--- config.mk ---
export PLATFORM = sky130hd
export DESIGN_NAME = instruction_sequencer
export DESIGN_NICKNAME = d
export VERILOG_FILES = /design/src/rtl/instruction_sequencer.sv
export SDC_FILE = /design/constraint.sdc
export NUM_CORES = 1
export LEC_CHECK = 0
export BUFFER_PORTS_ARGS = -buffer_cell sky130_fd_sc_hd__buf_2
export CAP_MARGIN = 20
export CELL_PAD_IN_SITES_DETAIL_PLACEMENT = 1
export CELL_PAD_IN_SITES_GLOBAL_PLACEMENT = 1
export CORE_ASPECT_RATIO = 1.25
export CORE_MARGIN = 3
export CORE_UTILIZATION = 40
export DETAILED_ROUTE_END_ITERATION = 7
export GPL_TIMING_DRIVEN = 1
export MAX_ROUTING_LAYER = met4
export PLACE_DENSITY_LB_ADDON = 0.1
export SLEW_MARGIN = 5
export SYNTH_ARGS = -nofsm -noshare
export SYNTH_HDL_FRONTEND = slang
export SYNTH_SLANG_ARGS = --single-unit
--- constraint.sdc ---
create_clock -name clock_in -period 10.5 [get_ports clock_in]
set_input_delay 0.525 -clock clock_in [delete_from_list [all_inputs] [get_ports clock_in]]
set_output_delay 0.525 -clock clock_in [all_outputs]
set_load 0.02 [all_outputs]
--- src/rtl/instruction_sequencer.sv ---
// instruction_sequencer: preloadable program buffer that issues one CPU instruction per clock,
// padding each tensor-core operate with NOP bubbles. Optional macro SEQUENCER_LOOP_EN enables looping with stop_in.
module instruction_sequencer #(
  parameter int unsigned DEPTH              = 16,
  parameter int unsigned TENSOR_WAIT_CYCLES = 4
) (
  input  logic                     clock_in,
  input  logic                     reset_n_in,
  input  logic                     load_valid_in,
  output logic                     load_ready_out,
  input  logic [31:0]              load_instruction_in,
  input  logic                     clear_in,
  input  logic                     start_in,
`ifdef SEQUENCER_LOOP_EN
  input  logic                     stop_in,
`endif
  output logic [31:0]              current_instruction_out,
  output logic                     instruction_valid_out,
  output logic [$clog2(DEPTH)-1:0] pc_out,
  output logic [$clog2(DEPTH):0]   program_length_out,
  output logic                     busy_out,
  output logic                     done_out
);

  localparam int unsigned PW = $clog2(DEPTH);
  localparam int unsigned LW = PW + 1;
  localparam int unsigned CW = $clog2(TENSOR_WAIT_CYCLES + 2);
  localparam logic [7:0]  OP_TENSOR = 8'h05;
  localparam logic [31:0] NOP_WORD  = 32'h0000_0008;

  typedef enum logic [1:0] {S_IDLE, S_RUN, S_WAIT, S_DONE} state_t;

  state_t          state_q, state_d;
  logic [PW-1:0]   pc_q, pc_d;
  logic [LW-1:0]   len_q, len_d;
  logic [CW-1:0]   cnt_q, cnt_d;
  logic            last_q, last_d;
  logic [31:0]     instr_d;
  logic            valid_d, busy_d, done_d, ready_d;
  logic            wr_en;
  logic            is_last;
  logic            end_pass;
  logic [31:0]     rd_word;
  logic [31:0]     mem [DEPTH];

  assign rd_word            = mem[pc_q];
  assign pc_out             = pc_q;
  assign program_length_out = len_q;

`ifdef SEQUENCER_LOOP_EN
  logic stop_q;

  // Sticky stop request, cleared whenever the sequencer is idle.
  always_ff @(posedge clock_in or negedge reset_n_in) begin
    if (!reset_n_in)                                stop_q <= 1'b0;
    else if (state_q == S_IDLE)                     stop_q <= 1'b0;
    else if (stop_in && (state_q == S_RUN || state_q == S_WAIT)) stop_q <= 1'b1;
  end

  assign end_pass = stop_q | stop_in;
`else
  assign end_pass = 1'b1;
`endif

  // Program RAM, intentionally not reset.
  always_ff @(posedge clock_in) begin
    if (wr_en) mem[len_q[PW-1:0]] <= load_instruction_in;
  end

  // State and registered outputs.
  always_ff @(posedge clock_in or negedge reset_n_in) begin
    if (!reset_n_in) begin
      state_q                 <= S_IDLE;
      pc_q                    <= '0;
      len_q                   <= '0;
      cnt_q                   <= '0;
      last_q                  <= 1'b0;
      current_instruction_out <= NOP_WORD;
      instruction_valid_out   <= 1'b0;
      busy_out                <= 1'b0;
      done_out                <= 1'b0;
      load_ready_out          <= 1'b1;
    end else begin
      state_q                 <= state_d;
      pc_q                    <= pc_d;
      len_q                   <= len_d;
      cnt_q                   <= cnt_d;
      last_q                  <= last_d;
      current_instruction_out <= instr_d;
      instruction_valid_out   <= valid_d;
      busy_out                <= busy_d;
      done_out                <= done_d;
      load_ready_out          <= ready_d;
    end
  end

  // Next-state and next-output logic.
  always_comb begin
    state_d = state_q;
    pc_d    = pc_q;
    len_d   = len_q;
    cnt_d   = cnt_q;
    last_d  = last_q;
    instr_d = NOP_WORD;
    valid_d = 1'b0;
    done_d  = 1'b0;
    wr_en   = 1'b0;
    is_last = ({1'b0, pc_q} == (len_q - LW'(1)));

    unique case (state_q)
      S_IDLE: begin
        if (clear_in) begin
          len_d = '0;
        end else if (load_valid_in && load_ready_out) begin
          wr_en = 1'b1;
          len_d = len_q + LW'(1);
        end
        // A load in the same cycle as start becomes part of the program.
        if (start_in && (len_d != '0)) begin
          pc_d    = '0;
          last_d  = 1'b0;
          state_d = S_RUN;
        end
      end
      S_RUN: begin
        instr_d = rd_word;
        valid_d = 1'b1;
        pc_d    = pc_q + PW'(1);
        if ((rd_word[7:0] == OP_TENSOR) && (TENSOR_WAIT_CYCLES != 0)) begin
          state_d = S_WAIT;
          cnt_d   = CW'(TENSOR_WAIT_CYCLES);
          last_d  = is_last;
        end else if (is_last) begin
          if (end_pass) state_d = S_DONE;
          else          pc_d    = '0;
        end
      end
      S_WAIT: begin
        cnt_d = cnt_q - CW'(1);
        if (cnt_q == CW'(1)) begin
          if (!last_q) begin
            state_d = S_RUN;
          end else if (end_pass) begin
            state_d = S_DONE;
          end else begin
            state_d = S_RUN;
            pc_d    = '0;
          end
        end
      end
      S_DONE: begin
        done_d  = 1'b1;
        pc_d    = '0;
        state_d = S_IDLE;
      end
      default: state_d = S_IDLE;
    endcase

    busy_d  = (state_q == S_RUN) || (state_q == S_WAIT);
    ready_d = (state_d == S_IDLE) && (len_d < LW'(DEPTH));
  end

endmodule

==> results of run 1 <==
Yosys cell counts (all sizes together) (2+ instances only):
| cell | n |
|---|---|
| edfxtp | 512 |
| mux4 | 136 |
| dfrtp | 49 |
| nor2 | 39 |
| and2 | 30 |
| buf | 28 |
| mux2i | 24 |
| clkbuf | 19 |
| nand2 | 18 |
| inv | 15 |
| ha | 13 |
| mux2 | 11 |
| a21oi | 10 |
| o21ai | 9 |
| o22ai | 9 |
| nor3 | 8 |
| a221o | 6 |
| o221ai | 6 |
| xnor2 | 6 |
| a221oi | 5 |
| nand2b | 5 |
| nand3 | 4 |
| o2bb2ai | 4 |
| a22oi | 2 |
| dfstp | 2 |
| nor2b | 2 |
| nor4 | 2 |
| o21a | 2 |
| xor2 | 2 |
cell usage in the layout, fill, tap and decap left out, types with 8 or more instances in the layout:
cell         n
mux4_2     132
clkinv_2     9
mux2_2       9
and2_1      30
clkinv_1     8
nor2_4      12
edfxtp_1   512
mux2i_1     24
ha_1        12
nand2_1     18
clkbuf_1    11
o22ai_1      9
buf_2       81
a21oi_1     10
dfrtp_1     45
o21ai_0      9
inv_1       15
buf_4       26
clkbuf_8     8
nor2_1      27
clkbuf_16   57
final cells by class:
type | instances | area (µm²)
fill | 4881 | 28200
sequential | 563 | 16700
multi-input combinational | 372 | 4860
clock buffer | 76 | 1580
tap | 720 | 901
timing repair buffer | 109 | 623
clock inverter | 27 | 225
inverter | 16 | 60.1
antenna | 3 | 7.51
critical path, cell delays in order (launching register included):
cell	delay (ns)
dfrtp_4	1.03
buf_4	0.92
and2_1	0.57
a221o_1	0.22
o22ai_1	0.08
or4_4	0.57
nor3_4	0.32
nand2b_1	0.21
o221ai_1	0.13
per-stage QoR:
step	worst slack, ns	total power, mW	util, %	std cells
after CTS	6.16	5.77	46.8	1881
final	6.26	5.68	46.9	1886
after global routing	5.94	5.94	46.9	1886
after detailed placement	6.15	3.80	43.4	1778
after floorplan	6.69	3.46	-	998
after global placement	6.20	3.79	43.4	1778
layer usage:
| layer | track usage (%) | vias to the layer above | part of all wire (%) |
|---|---|---|---|
| met3 | 3.59 | 64 | 4.3 |
| met5 | - | - | 0 |
| li1 | - | 4370 | - |
| met2 | 31.3 | 214 | 50 |
| met1 | 24.3 | 5587 | 44 |
| met4 | 3.90 | 0 | 1.7 |
sequential cells by signal (all words and copies together), names as in the netlist:
signal,cells
busy_out,1
cnt_q,3
current_instruction_out,32
done_out,1
instruction_valid_out,1
last_q,1
load_ready_out,1
mem,512
pc_out,4
program_length_out,5
state_q,2
power by group:
group	total, mW	internal [mW]	switching (mW)
logic	1.07	0.485	0.587
clock network	1.95	1.12	0.829
registers	2.65	2.55	0.105
final timing paths:
kind,slack (ns),cells after the start,startpoint,to
max reg2reg,6.26,8,pc_out[1],cnt_q[1]
max,6.26,8,pc_out[1],cnt_q[1]
min in group clock_in,0.20,2,clear_in,program_length_out[3]
max in group asynchronous,9.70,2,reset_n_in,pc_out[0]
min reg2reg,0.59,1,state_q[0],done_out
min,0.14,2,reset_n_in,current_instruction_out[2]
cells by family (layout without fill, tap and decap cells):
logic type | after synthesis | count (layout)
compound gates | 66 | 66
xor+xnor | 8 | 8
fa+ha+maj | 13 | 13
buf+inv | 63 | 228
flops | 563 | 563
mux | 171 | 171
other cells | 0 | 3
simple gates | 114 | 114
==> impl_metrics.py, run 1 <==
metrics = {
    "critical_path": {
        "cp_max_fo": 65,
        "worstPathRequired_ns": 10.94,
        "worst_setup_path_start_kind": "register",
        "cp.arrival_ns": 4.68,
        "path_class": "register to register",
        "crit_path_end_kind": "register",
    },
    "timing": {
        "relSlewSlack_pct": 32.7,
        "finalHoldViolCount": 0,
        "setup_viol": 0,
        "finClkSkew_ns": 0.0206,
        "slew_viol_final": 0,
        "grt_setup_unrepaired": "false",
        "fmax_mhz": 236,
        "finalCriticalPeriod_ns": 4.24,
        "finalCritPeriodShare_pct": 40.4,
        "fin_setup_tns_ns": 0,
        "worst_pin_slew_ns": 1.01,
        "hold_slack_ns": 0.138,
    },
    "clock_network": {
        "cts_max_level": 2,
        "cts_tree": "built",
        "cts-root-buf": "clkbuf_16",
        "clk_pin_slew_ns": 0.06,
        "post_cts_buffers": 0,
        "clkLatencyLatePin_ns": 0.59,
        "ctsResizeCount": 0,
        "holdBufCountCts": 0,
        "cts_sinks": 563,
        "numCtsBuffers": 56,
        "clockBufferDepth": 3,
    },
    "yosys": {
        "netlist_top_cells_area": "edfxtp_1, mux4_2, dfrtp_1",
        "synth_edf_count": 512,
        "synthMuxAreaShare_pct": 15.8,
        "synth_compound_area_share_pct": 2.23,
        "synth_adder_area_share_pct": 0.749,
        "yosys.area.top_type": "edfxtp_1",
        "syn_inst": 998,
        "synth_top_family_by_area": "multiplexers",
        "ys_types": 58,
        "synthDominantCellAreaShare_pct": 70.8,
        "synth_area_um2": 21700,
        "synthArstFlopShare_pct": 9.06,
        "synth-simple-area-share_pct": 2.71,
        "ys.flop_type": "edfxtp_1",
        "ys_seq_elements": 563,
        "avgSynthCellArea_um2": 21.8,
        "synth_xor_area_share_pct": 0.323,
        "synth_nets": 1048,
        "yosysSeqAreaShare_pct": 76.7,
        "yosysWarningCount": 0,
    },
    "place": {
        "dpl.hpwl_um": 26600,
        "place.gp.congestion": 0.708,
        "placed_cell_area_um2": 23100,
        "portBuffers": 81,
    },
    "worst_hold_path": {
        "hold_path.class": "input port to asynchronous set/reset pin",
    },
    "global_route": {
        "grt_max_degree": 66,
        "track_usage_pct": 18.7,
        "grt_pass1_vias": 11126,
        "grt_overflow": 0,
        "grt_pass1_wl_um": 75900,
        "antenna_found_initial": 3,
    },
    "die": {
        "die_height_um": 267,
        "core_area_um2": 53200,
        "die_w_um": 214,
        "ios": 82,
        "rows": 94,
        "initial_core_util_pct": 40.9,
        "die_area_um2": 57100,
    },
    "drt": {
        "detail_route.vias_per_cell": 5.43,
        "drt_iter0_drc": 784,
        "drc": 0,
        "firstDrtPassIters": 6,
        "wl_um": 51400,
        "wl_per_cell_um": 27.2,
        "vias": 10235,
        "drtAntennaViolNets": 0,
    },
    "power_and_ir_drop": {
        "p_leak_nw": 8.05,
        "power_density_nw_per_um2": 228,
        "ir_worst_vdd_v": 0.000123,
    },
    "job": {
        "maxCapViolations": 0,
    },
    "finish": {
        "drive_above_1_share_pct": 31.2,
        "syn2layout_area_growth_pct": 14.7,
        "nets": 1168,
        "fin_area_um2": 24900,
    },
    "run_status": {
        "status": "completed",
    },
}
Note: power is estimated with default switching activity, not from simulation.
==> run 2, diff against run 1 <==
clock period = 4.2 ns   (was 10.5 ns; I/O delays follow)
==> impl_metrics.py, run 2 (synthesis gave the netlist of run 1 again) <==
metrics = {
    "run_status": {
        "status": "completed",
    },
    "timing": {
        "grt_setup_unrepaired": "false",
        "worst_pin_slew_ns": 0.805,
        "relSlewSlack_pct": 46.0,
        "setup_viol": 0,
        "finalCritPeriodShare_pct": 80.1,
        "finClkSkew_ns": 0.0216,
        "fmax_mhz": 297,
        "hold_slack_ns": 0.0612,
        "finalCriticalPeriod_ns": 3.36,
        "finalHoldViolCount": 0,
        "slew_viol_final": 0,
        "fin_setup_tns_ns": 0,
    },
    "critical_path": {
        "r2r_setup_slack_ns": 0.84,
        "worstPathRequired_ns": 4.65,
        "reg2reg_from": "pc_out[1]",
        "crit_start": "pc_out[1]",
        "cpLargestDelayFamily": "simple AND/OR/NAND/NOR gates",
        "crit_path_end_kind": "register",
        "r2r_cells": 7,
        "worst-path-stages": 7,
        "cp_slowest_stage_delay_ns": 0.76,
        "worstReg2RegEnd": "cnt_q[1]",
        "path_class": "register to register",
        "cp_max_fo": 49,
        "cp.arrival_ns": 3.82,
        "cp_slowest_cell": "dfrtp_4",
        "path_cells": "nor2b_1 > a221o_1 > o22ai_1 > or4_4 > nor3_4 > nand2b_1 > o221ai_1",
        "critPathBufInv": 0,
        "worst_setup_path_start_kind": "register",
        "worstSetupEndpoint": "cnt_q[1]",
    },
    "global_route": {
        "grt_pass1_vias": 11316,
        "track_usage_pct": 19.4,
        "grt_max_degree": 50,
        "grt_overflow": 0,
        "grt_pass1_wl_um": 78300,
        "antenna_found_initial": 1,
    },
    "power_and_ir_drop": {
        "clkPwrFrac_pct": 34.8,
        "p_comb_share_pct": 19.2,
        "power_density_nw_per_um2": 567,
        "seqPwrFrac_pct": 46.0,
        "net-switching-power_mw": 3.91,
        "p_leak_nw": 8.27,
        "power.internal_mw": 10.5,
        "netSwitchingFraction_pct": 27.1,
        "ir_worst_vdd_v": 0.000276,
    },
    "clock_network": {
        "cts_sinks": 563,
        "numCtsBuffers": 56,
        "cts_max_level": 2,
        "cts_tree": "built",
        "clk_pin_slew_ns": 0.07,
        "clockBufferDepth": 3,
        "cts-root-buf": "clkbuf_16",
        "clkLatencyLatePin_ns": 0.62,
    },
    "place": {
        "dpl.hpwl_um": 28100,
        "portBuffers": 81,
        "place.gp.congestion": 0.713,
        "placed_cell_area_um2": 23200,
    },
    "finish": {
        "syn2layout_area_growth_pct": 17.1,
        "nets": 1206,
        "fill_cells": 4834,
        "largest_register_ffs": 512,
        "mostFrequentLayoutCell": "edfxtp_1",
        "fin_area_um2": 25400,
        "final_cell_mix": "edfxtp_1, mux4_2, buf_2, clkbuf_16, dfrtp_1",
        "drive_above_1_share_pct": 30.6,
    },
    "die": {
        "ios": 82,
        "die_area_um2": 57100,
        "rows": 94,
        "core_area_um2": 53200,
        "die_w_um": 214,
        "die_height_um": 267,
        "initial_core_util_pct": 40.9,
    },
    "drt": {
        "firstDrtPassIters": 5,
        "wl_per_cell_um": 27.8,
        "drtAntennaViolNets": 0,
        "detail_route.vias_per_cell": 5.43,
        "vias": 10445,
        "drc": 0,
        "drt_iter0_drc": 862,
        "wl_um": 53400,
    },
    "worst_hold_path": {
        "hold_path.class": "input port to register",
    },
    "job": {
        "maxCapViolations": 0,
    },
}
==> run 2: cell types whose count changed in the layout (fill, tap and decap cells not counted), sizes merged <==
cell,change
dlygate4sd3,+34
clkbuf,-6
clkinv,+6
buf,+4
inv,+3
bufinv,+2
clkinvlp,-2
diode,-2
==> run 2: per-stage QoR <==
step | power [mW] | instances | setup WS, ns | util [%]
after detailed placement | 9.55 | 1784 | 0.843 | 43.7
after CTS | 14.6 | 1924 | 0.834 | 47.8
final | 14.4 | 1925 | 0.837 | 47.8
after floorplan | 8.66 | 998 | 0.390 | -
after global routing | 15.0 | 1925 | 0.643 | 47.8
after global placement | 9.52 | 1784 | 0.890 | 43.7
==> run 2: metal layers <==
layer	global-route usage (%)	share of wire, %
met4	4.26	1.8
met1	25.5	44
met3	2.80	3.7
met2	32.5	50
met5	-	0
==> run 2: final cells by class <==
class / instances / area (µm²) / share of cell area, %
Sequential cell: 563 / 16700 / 65.5
Multi-Input combinational cell: 372 / 4860 / 19.1
Clock buffer: 70 / 1520 / 5.96
Timing Repair Buffer: 147 / 1090 / 4.27
Tap cell: 720 / 901 / 3.54
Clock inverter: 36 / 338 / 1.33
Inverter: 16 / 60.1 / 0.236
Antenna cell: 1 / 2.50 / 0.00984
==> run 2: worst min-delay path by stage <==
stage                        startpoint                          to  slack [ns]  depth (start not counted)
after floorplan              reset_n_in                    busy_out       -0.09                          0
after global placement       reset_n_in  current_instruction_out[5]        0.26                          1
after detailed placement     reset_n_in  current_instruction_out[5]        0.26                          1
after CTS                 load_valid_in       program_length_out[0]        0.02                          4
after global routing      load_valid_in       program_length_out[1]        0.05                          4
final                     load_valid_in       program_length_out[0]        0.06                          4
==> run 2: worst min-delay path: stages <==
cell and delay (ns):
buf_2 0.12, nand2_1 0.09, a21oi_1 0.07, o22ai_1 0.12
==> run 2: power groups by stage <==
stage | sequential (mW) | clock [mW] | combinational, mW
2_1_floorplan | 6.77 | 0 | 1.89
3_3_place_gp | 6.75 | 0 | 2.77
3_5_place_dp | 6.75 | 0 | 2.80
4_1_cts | 6.64 | 5.17 | 2.83
5_1_grt | 6.66 | 5.38 | 3.00
6_report | 6.63 | 5.03 | 2.77
==> run 2: repair_timing <==
action / CTS / global route
hold endpoints to repair: 531 / 0
setup buffers: 0 / 0
gates resized for setup: 0 / 0
hold buffers: 34 / 0
==> run 3, diff against run 2 <==
clock period = 3.1 ns   (was 4.2 ns; I/O delays follow)
==> impl_metrics.py, run 3 (synthesis gave the netlist of run 1 again) <==
metrics = {
    "power_and_ir_drop": {
        "p_leak_nw": 8.39,
        "p_comb_share_pct": 20.3,
        "total_power_mw": 19.6,
        "netSwitchingFraction_pct": 26.8,
        "net-switching-power_mw": 5.25,
        "power_density_nw_per_um2": 762,
        "clkPwrFrac_pct": 34.6,
        "ir_worst_vdd_v": 0.000401,
        "power.internal_mw": 14.4,
        "seqPwrFrac_pct": 45.1,
    },
    "clock_network": {
        "clk_pin_slew_ns": 0.06,
        "clockBufferDepth": 3,
        "cts_tree": "built",
        "cts_max_level": 2,
        "cts_sinks": 563,
        "ctsResizeCount": 0,
        "numCtsBuffers": 57,
        "clkLatencyLatePin_ns": 0.61,
        "cts-root-buf": "clkbuf_16",
    },
    "place": {
        "dpl.hpwl_um": 28000,
        "place_inst": 1805,
        "place.gp.congestion": 0.719,
        "portBuffers": 81,
    },
    "finish": {
        "mostFrequentLayoutCell": "edfxtp_1",
        "nets": 1230,
        "syn2layout_area_growth_pct": 18.5,
        "final_cell_mix": "edfxtp_1, mux4_2, buf_2, clkbuf_16, dfrtp_1",
        "instances_no_fill": 1948,
        "largest_register_ffs": 512,
        "drive_above_1_share_pct": 31.4,
    },
    "timing": {
        "slew_viol_final": 0,
        "finClkSkew_ns": 0.0219,
        "finalHoldViolCount": 0,
        "fin_setup_tns_ns": 0,
        "relSlewSlack_pct": 58.3,
        "fmax_mhz": 345,
        "grt_setup_unrepaired": "false",
        "setup_viol": 0,
        "finalCriticalPeriod_ns": 2.90,
        "finalCritPeriodShare_pct": 93.4,
        "worst_pin_slew_ns": 0.626,
    },
    "global_route": {
        "grt_pass1_wl_um": 79000,
        "grt_pass1_vias": 11501,
        "antenna_found_initial": 2,
        "grt_overflow": 0,
        "track_usage_pct": 19.4,
        "grt_max_degree": 82,
    },
    "die": {
        "die_w_um": 214,
        "die_height_um": 267,
        "core_area_um2": 53200,
        "initial_core_util_pct": 40.9,
        "rows": 94,
        "die_area_um2": 57100,
        "ios": 82,
    },
    "critical_path": {
        "path_class": "register to register",
        "crit_path_end_kind": "register",
        "worst_setup_path_start_kind": "register",
        "worstPathRequired_ns": 3.63,
        "r2r_setup_slack_ns": 0.20,
        "cp_max_fo": 30,
        "cp.arrival_ns": 3.42,
    },
    "drt": {
        "detail_route.vias_per_cell": 5.43,
        "firstDrtPassIters": 5,
        "drt_iter0_drc": 864,
        "vias": 10580,
        "wl_um": 52800,
        "drc": 0,
        "drtAntennaViolNets": 0,
        "wl_per_cell_um": 27.1,
    },
    "run_status": {
        "status": "completed",
    },
    "job": {
        "maxCapViolations": 0,
    },
    "worst_hold_path": {
        "hold_path.class": "input port to asynchronous set/reset pin",
    },
}
==> run 3: per-layer routing <==
metal / global-route usage [%] / part of all wire, %
met5: - / 0
met4: 4.34 / 1.7
met3: 2.84 / 3.9
met2: 31.7 / 50
met1: 26.2 / 44
==> run 3: critical path, stage by stage (launching register included) <==
cell and delay, ns:
dfrtp_4 0.55, buf_12 0.26, nand2_1 0.25, o221ai_1 0.30
o22ai_1 0.17, or4_4 0.59, nor3_4 0.27, nor4_1 0.12
o311a_1 0.30
==> run 3: path summary, 6_finish.rpt <==
kind / start / end / cells past startpoint
hold / removal: reset_n_in / current_instruction_out[20] / 3
hold reg to reg: cnt_q[2] / cnt_q[2] / 1
setup / recovery: pc_out[1] / load_ready_out / 8
setup reg to reg: pc_out[1] / load_ready_out / 8
min in group clock_in: start_in / last_q / 6
max in group asynchronous: reset_n_in / load_ready_out / 3
==> run 3: area by class of cell <==
class	count	area [µm²]
antenna	1	2.50
clock buffer	82	1610
multi-input combinational	372	4880
fill	4838	27400
sequential	563	16700
inverter	16	60.1
tap	720	901
clock inverter	24	228
timing repair buffer	170	1390
==> run 3: what timing repair did <==
item                                    4_1_cts  5_1_grt
endpoints found under the setup margin        0        1
hold buffers                                 35        0
endpoints found under the hold margin       569        0
buffers inserted                              0        1
==> run 3: metrics by stage <==
step           util (%)  cell area [µm²]  setup WS [ns]  hold slack (ns)
6_report           48.4            25700          0.205            0.121
4_1_cts            48.4            25700          0.120            0.101
3_3_place_gp       44.3            23500          0.162            0.217
2_1_floorplan         -            21700         0.0755           -0.141
3_5_place_dp       44.3            23500          0.131            0.224
5_1_grt            48.4            25700         0.0586            0.132
==> run 3: power groups by stage <==
stage / registers, mW / clock network, mW / logic [mW]
floorplan: 9.17 / 0 / 2.57
global route: 8.88 / 7.33 / 4.33
global placement: 9.02 / 0 / 3.94
CTS: 8.87 / 6.99 / 4.03
detailed placement: 9.03 / 0 / 3.98
finish: 8.85 / 6.79 / 3.98
